`config.mk`:
```
export PLATFORM = sky130hd
export DESIGN_NAME = cs_out_fifo_flat
export DESIGN_NICKNAME = d
export VERILOG_FILES = /design/src/rtl/cs_out_fifo_if.sv /design/src/rtl/cs_out_fifo.sv /design/src/flat_wrapper.sv
export SDC_FILE = /design/constraint.sdc
export NUM_CORES = 1
export LEC_CHECK = 0
export ABC_CLOCK_PERIOD_IN_PS = 3300
export BUFFER_PORTS_ARGS = -buffer_cell sky130_fd_sc_hd__buf_2
export CAP_MARGIN = 0
export CORE_MARGIN = 2
export CORE_UTILIZATION = 38
export CTS_BUF_LIST = sky130_fd_sc_hd__clkbuf_8 sky130_fd_sc_hd__clkbuf_16
export DETAILED_ROUTE_END_ITERATION = 12
export HOLD_SLACK_MARGIN = 0.12
export PLACE_DENSITY = 0.62
export SLEW_MARGIN = 20
export SYNTH_ARGS = -nofsm -noshare
export SYNTH_HDL_FRONTEND = slang
export SYNTH_SLANG_ARGS = --single-unit
```
`constraint.sdc`:
```
create_clock -name clk -period 3.3 [get_ports clk]
set_input_delay 0.165 -clock clk [delete_from_list [all_inputs] [get_ports clk]]
set_output_delay 0.165 -clock clk [all_outputs]
set_load 0.05 [all_outputs]
```
`src/rtl/cs_out_fifo_if.sv`:
```
// Sample/consumer bundle for the output FIFO.
// master = producer+consumer side, slave = FIFO.
interface cs_out_fifo_if #(
  parameter int DEPTH = 8
) ();
  localparam int LW = $clog2(DEPTH) + 1;

  logic          in_en;
  logic [9:0]    in_data;
  logic [9:0]    out_data;
  logic          out_valid;
  logic          out_ready;
  logic [LW-1:0] level;
  logic          overflow;
  logic [9:0]    peak;

  modport master (
    output in_en,
    output in_data,
    output out_ready,
    input  out_data,
    input  out_valid,
    input  level,
    input  overflow,
    input  peak
  );

  modport slave (
    input  in_en,
    input  in_data,
    input  out_ready,
    output out_data,
    output out_valid,
    output level,
    output overflow,
    output peak
  );
endinterface

```
`src/rtl/cs_out_fifo.sv`:
```
// Output FIFO after the averaging stage; drops warmup samples.
// Optional peak tracker: define CS_OUT_FIFO_PEAK_EN.
module cs_out_fifo #(
  parameter int DEPTH  = 8,
  parameter int WARMUP = 8
) (
  input logic          clk,
  input logic          reset,
  cs_out_fifo_if.slave bus
);
  localparam int PW = $clog2(DEPTH);
  localparam int LW = PW + 1;
  localparam int WW = (WARMUP < 1) ? 1 : $clog2(WARMUP + 1);
  localparam logic [LW-1:0] FULL_LVL = LW'(DEPTH);
  localparam logic [WW-1:0] WARM_END = WW'(WARMUP);

  logic [9:0]    mem_q [DEPTH];
  logic [PW-1:0] wr_ptr_q, wr_ptr_d;
  logic [PW-1:0] rd_ptr_q, rd_ptr_d;
  logic [LW-1:0] level_q, level_d;
  logic [WW-1:0] warm_q, warm_d;
  logic          ovf_q, ovf_d;
  logic          seen_q, seen_d;

  logic warm_done;
  logic wr_req;
  logic full;
  logic valid;
  logic pop;
  logic wr_ok;
  logic drop;

  // Handshake decode: accepted write, pop, rejected write.
  always_comb begin
    warm_done = (warm_q == WARM_END);
    wr_req    = bus.in_en && warm_done;
    full      = (level_q == FULL_LVL);
    valid     = (level_q != '0);
    pop       = valid && bus.out_ready;
    wr_ok     = wr_req && (!full || pop);
    drop      = wr_req && full && !pop;
  end

  // Next-state for pointers, occupancy, warmup and flags.
  always_comb begin
    wr_ptr_d = wr_ptr_q;
    rd_ptr_d = rd_ptr_q;
    level_d  = level_q;
    warm_d   = warm_q;
    ovf_d    = ovf_q;
    seen_d   = seen_q;
    if (bus.in_en && !warm_done) begin
      warm_d = warm_q + 1'b1;
    end
    if (wr_ok) begin
      wr_ptr_d = wr_ptr_q + 1'b1;
      seen_d   = 1'b1;
    end
    if (pop) begin
      rd_ptr_d = rd_ptr_q + 1'b1;
    end
    if (drop) begin
      ovf_d = 1'b1;
    end
    unique case (1'b1)
      wr_ok && !pop: level_d = level_q + 1'b1;
      pop && !wr_ok: level_d = level_q - 1'b1;
      default:       level_d = level_q;
    endcase
  end

  // Control state register, cleared asynchronously.
  always_ff @(posedge clk or negedge reset) begin
    if (!reset) begin
      wr_ptr_q <= '0;
      rd_ptr_q <= '0;
      level_q  <= '0;
      warm_q   <= '0;
      ovf_q    <= 1'b0;
      seen_q   <= 1'b0;
    end else begin
      wr_ptr_q <= wr_ptr_d;
      rd_ptr_q <= rd_ptr_d;
      level_q  <= level_d;
      warm_q   <= warm_d;
      ovf_q    <= ovf_d;
      seen_q   <= seen_d;
    end
  end

  // Storage array; contents are left unreset.
  always_ff @(posedge clk) begin
    if (wr_ok) begin
      mem_q[wr_ptr_q] <= bus.in_data;
    end
  end

  // Head reads 0 until something has been stored since reset.
  assign bus.out_data  = seen_q ? mem_q[rd_ptr_q] : 10'd0;
  assign bus.out_valid = valid;
  assign bus.level     = level_q;
  assign bus.overflow  = ovf_q;

`ifdef CS_OUT_FIFO_PEAK_EN
  logic [9:0] peak_q, peak_d;

  // Running max over accepted writes only.
  always_comb begin
    peak_d = peak_q;
    if (wr_ok && (bus.in_data > peak_q)) begin
      peak_d = bus.in_data;
    end
  end

  // Peak register.
  always_ff @(posedge clk or negedge reset) begin
    if (!reset) begin
      peak_q <= '0;
    end else begin
      peak_q <= peak_d;
    end
  end

  assign bus.peak = peak_q;
`else
  assign bus.peak = 10'd0;
`endif

endmodule

```
`src/flat_wrapper.sv`:
```
// flat-port wrapper written by rule: the top's interface ports become plain ports
module cs_out_fifo_flat 
#(
  parameter int DEPTH  = 8,
  parameter int WARMUP = 8
)
  (clk, reset, bus_in_en, bus_in_data, bus_out_ready, bus_out_data, bus_out_valid, bus_level, bus_overflow, bus_peak);
  cs_out_fifo_if #(.DEPTH(DEPTH)) bus_i ();
  input logic clk;
  input logic reset;
  input wire logic [$bits(bus_i.in_en)-1:0] bus_in_en;
  input wire logic [$bits(bus_i.in_data)-1:0] bus_in_data;
  input wire logic [$bits(bus_i.out_ready)-1:0] bus_out_ready;
  output wire logic [$bits(bus_i.out_data)-1:0] bus_out_data;
  output wire logic [$bits(bus_i.out_valid)-1:0] bus_out_valid;
  output wire logic [$bits(bus_i.level)-1:0] bus_level;
  output wire logic [$bits(bus_i.overflow)-1:0] bus_overflow;
  output wire logic [$bits(bus_i.peak)-1:0] bus_peak;
  assign bus_i.in_en = bus_in_en;
  assign bus_i.in_data = bus_in_data;
  assign bus_i.out_ready = bus_out_ready;
  assign bus_out_data = bus_i.out_data;
  assign bus_out_valid = bus_i.out_valid;
  assign bus_level = bus_i.level;
  assign bus_overflow = bus_i.overflow;
  assign bus_peak = bus_i.peak;
  cs_out_fifo #(.DEPTH(DEPTH), .WARMUP(WARMUP)) u_core (.clk(clk), .reset(reset), .bus(bus_i));
endmodule
```
==> impl_metrics.sql <==
INSERT INTO impl_metrics (metric_group, metric, value, unit) VALUES
('placed_design', 'detailedPlacementHpwl', '4420', 'um'),
('power', 'p_leak', '1.66', 'nW'),
('critical_path', 'regToRegSetupSlack', '0.93', 'ns'),
('grt', 'number_of_global_route_vias_before_repair', '1951', ''),
('finish', 'flow.area_growth_from_synthesis', '14.8', '%'),
('critical_path', 'worst-setup-path-type', 'reg -> out', ''),
('yosys', 'syn_area', '4020', 'um^2'),
('clock_tree', 'postCtsSetupRepairBufs', '0', ''),
('critical_path', 'worst-endpoint-required', '3.13', 'ns'),
('yosys', 'synth_async_sr_flop_share', '16.7', '%'),
('yosys', 'synth-seq-area-share', '69.7', '%'),
('sta', 'setup_ws', '0.715', 'ns'),
('placed_design', 'gpl.final_weighted_congestion', '0.725', ''),
('floorplanning', 'floorplan.core_area', '10300', 'um^2'),
('clock_tree', 'numClockSinks', '96', ''),
('power', 'max-vdd-ir-drop', '0.274', 'mV'),
('sta', 'setup_tns', '0', 'ns'),
('hold_path', 'min_path_type', 'in -> reg', ''),
('finish', 'layout_commonest_cell', 'sky130_fd_sc_hd__edfxtp_1', ''),
('placed_design', 'placed_cells_incl_taps', '384', ''),
('floorplanning', 'die_area', '11400', 'um^2'),
('critical_path', 'worstPathMaxFanout', '12', ''),
('finish', 'insertedDiodeCount', '0', ''),
('sta', 'fmax', '387', 'MHz'),
('critical_path', 'worst_r2r_path_depth', '7', ''),
('sta', 'worst_case_headroom_to_the_max_slew_limit', '38.0', '%'),
('sta', 'fin_skew', '0.0117', 'ns'),
('detailed_routing', 'wl_per_cell', '16.4', 'um'),
('power', 'totalPowerFinal', '3.72', 'mW'),
('sta', 'layout_worst_path_cycle_share', '78.3', '%'),
('detailed_routing', 'drtAntennaViolNets', '0', ''),
('clock_tree', 'clock_tree.htree_level_count', '3', ''),
('clock_tree', 'clk_latency', '0.36', 'ns'),
('power', 'power_per_cell_area', '805', 'nW/um^2'),
('grt', 'largest_net_degree_at_the_start_of_global_routing', '23', ''),
('detailed_routing', 'dr_total_vias', '1985', ''),
('clock_tree', 'clk_root_buffer_cell', 'sky130_fd_sc_hd__clkbuf_8', ''),
('yosys', 'synth_ff_type', 'sky130_fd_sc_hd__edfxtp_1', ''),
('finish', 'design.final.nets', '289', ''),
('detailed_routing', 'drt-initial-drc-count', '63', ''),
('sta', 'slew_viol_final', '0', ''),
('clock_tree', 'tritoncts_clock_tree', 'built', ''),
('critical_path', 'reg2reg_to', 'u_core.mem_q[2][9]', ''),
('sta', 'final-hold-violation-count', '0', ''),
('outcome', 'run_status', 'complete, no violations', ''),
('floorplanning', 'dieWidth', '107', 'um'),
('grt', 'number_of_antenna_violations_at_the_first_check_in_global_routing', '0', ''),
('clock_tree', 'cts_max_path_buffers', '2', ''),
('sta', 'tightestPinTransition', '0.930', 'ns'),
('critical_path', 'critPathArrivalTime', '2.42', 'ns'),
('yosys', 'number_of_enable_type_register_cells_in_the_synthesized_netlist', '80', ''),
('detailed_routing', 'remaining_drc_errors', '0', ''),
('grt', 'all_layer_global_routing_usage', '12.8', '%'),
('finish', 'drive_above_1_share', '30.5', '%'),
('yosys', 'yosys_register_bits', '96', ''),
('hold_path', 'min-delay-start', 'bus_out_ready', ''),
('critical_path', 'critical_path.startpoint_type', 'register', ''),
('yosys', 'mean_instance_size_in_the_synthesized_netlist', '18.5', 'um^2'),
('grt', 'global_route_wire_length_before_repair', '10500', 'um'),
('run', 'max-cap-violations', '0', ''),
('placed_design', 'pre_cts_ws', '0.916', 'ns'),
('yosys', 'synth.distinct_cells', '38', ''),
('clock_tree', 'cts.reportedPaths.clkPinSlew', '0.09', 'ns'),
('placed_design', 'place.port_buffers', '29', ''),
('critical_path', 'startpoint_of_the_worst_slack_reg_to_reg_timing_path', 'u_core.warm_q[0]', ''),
('sta', 'finalHoldWorstSlack', '0.140', 'ns'),
('yosys', 'synthesis.instances', '217', ''),
('detailed_routing', 'detailedRoute.firstPassIterationCount', '4', ''),
('critical_path', 'critPathCaptureType', 'output pin', ''),
('sta', 'grt_setup_unrepaired', 'no', ''),
('finish', 'finish.cell_count_without_fillers', '411', '');
-- sequential cells by signal, indices dropped and copies added, names as in the netlist --
name / count
u_core.bus.overflow: 1
u_core.wr_ptr_q: 3
u_core.mem_q: 80
u_core.seen_q: 1
u_core.warm_q: 4
u_core.bus.level: 4
u_core.rd_ptr_q: 3
-- layer usage --
metal	track usage [%]	up-vias	wire [um]
li1	-	927	-
met1	16.0	1004	2960
met2	21.2	45	3390
met3	2.25	9	240
met4	7.51	0	140
met5	0	-	0
-- logic make-up after synthesis --
family	Yosys count	share of synthesized area, %
multiplexers	34	14.9
buffers and inverters	20	3.18
AO/OA/AOI/OAI	10	2.37
flip-flops	96	69.7
XOR/XNOR	10	2.18
other	1	0.0933
adder cells (fa/ha/maj)	5	1.56
AND/OR/NAND/NOR	41	5.98
-- worst max-delay path: stages (launching register included) --
cell and delay [ns]:
sky130_fd_sc_hd__dfrtp_1 0.77, sky130_fd_sc_hd__buf_4 0.32, sky130_fd_sc_hd__mux4_2 0.51, sky130_fd_sc_hd__mux2i_1 0.17, sky130_fd_sc_hd__nor2b_1 0.07, sky130_fd_sc_hd__buf_2 0.21
-- worst max path at each step --
| stage | slack (ns) | startpoint | to | cells after the start |
|---|---|---|---|---|
| 2_1_floorplan | 0.85 | u_core.bus.level[0] | u_core.mem_q[0][0] | 4 |
| 3_3_place_gp | 0.96 | u_core.warm_q[0] | u_core.mem_q[2][9] | 7 |
| 3_5_place_dp | 0.92 | u_core.warm_q[0] | u_core.mem_q[2][9] | 7 |
| 4_1_cts | 0.62 | u_core.rd_ptr_q[0] | bus_out_data[7] | 5 |
| 5_1_grt | 0.51 | u_core.rd_ptr_q[0] | bus_out_data[7] | 5 |
| 6_report | 0.72 | u_core.rd_ptr_q[0] | bus_out_data[7] | 5 |
-- stage by stage --
stage | cell area, um^2 | util [%]
after floorplan | 4050 | -
after global placement | 4330 | 42.1
after detailed placement | 4330 | 42.1
after CTS | 4610 | 44.9
after global routing | 4610 | 44.9
final | 4610 | 44.9
-- cell usage after synthesis (4+ instances only) --
library cell	n	area [um^2]
sky130_fd_sc_hd__dfrtp_1	16	400
sky130_fd_sc_hd__nor2b_1	11	68.8
sky130_fd_sc_hd__ha_1	5	62.6
sky130_fd_sc_hd__nor2_1	8	30.0
sky130_fd_sc_hd__buf_4	12	90.1
sky130_fd_sc_hd__nand2_1	7	26.3
sky130_fd_sc_hd__mux2i_1	10	100
sky130_fd_sc_hd__mux4_2	20	450
sky130_fd_sc_hd__xor2_1	4	35.0
sky130_fd_sc_hd__edfxtp_1	80	2400
sky130_fd_sc_hd__xnor2_1	6	52.6
-- repair_timing --
item                                   CTS  global route
resized for setup                        0             0
hold buffers                            11             0
endpoints found under the hold margin   96             0
-- cell type report --
class | count | area [um^2]
fill | 892 | 5660
sequential | 96 | 2800
multi-input combinational | 110 | 1120
timing repair buffer | 50 | 330
tap | 136 | 170
clock buffer | 9 | 124
clock inverter | 7 | 52.6
inverter | 3 | 11.3
-- report_power, final --
group	switching (mW)	leakage [nW]	internal [mW]	total, mW
Sequential	0.273	0.914	1.42	1.69
Combinational	0.768	0.657	0.574	1.34
Clock	0.403	0.0920	0.280	0.683
Note: power is estimated with default switching activity, not from simulation.
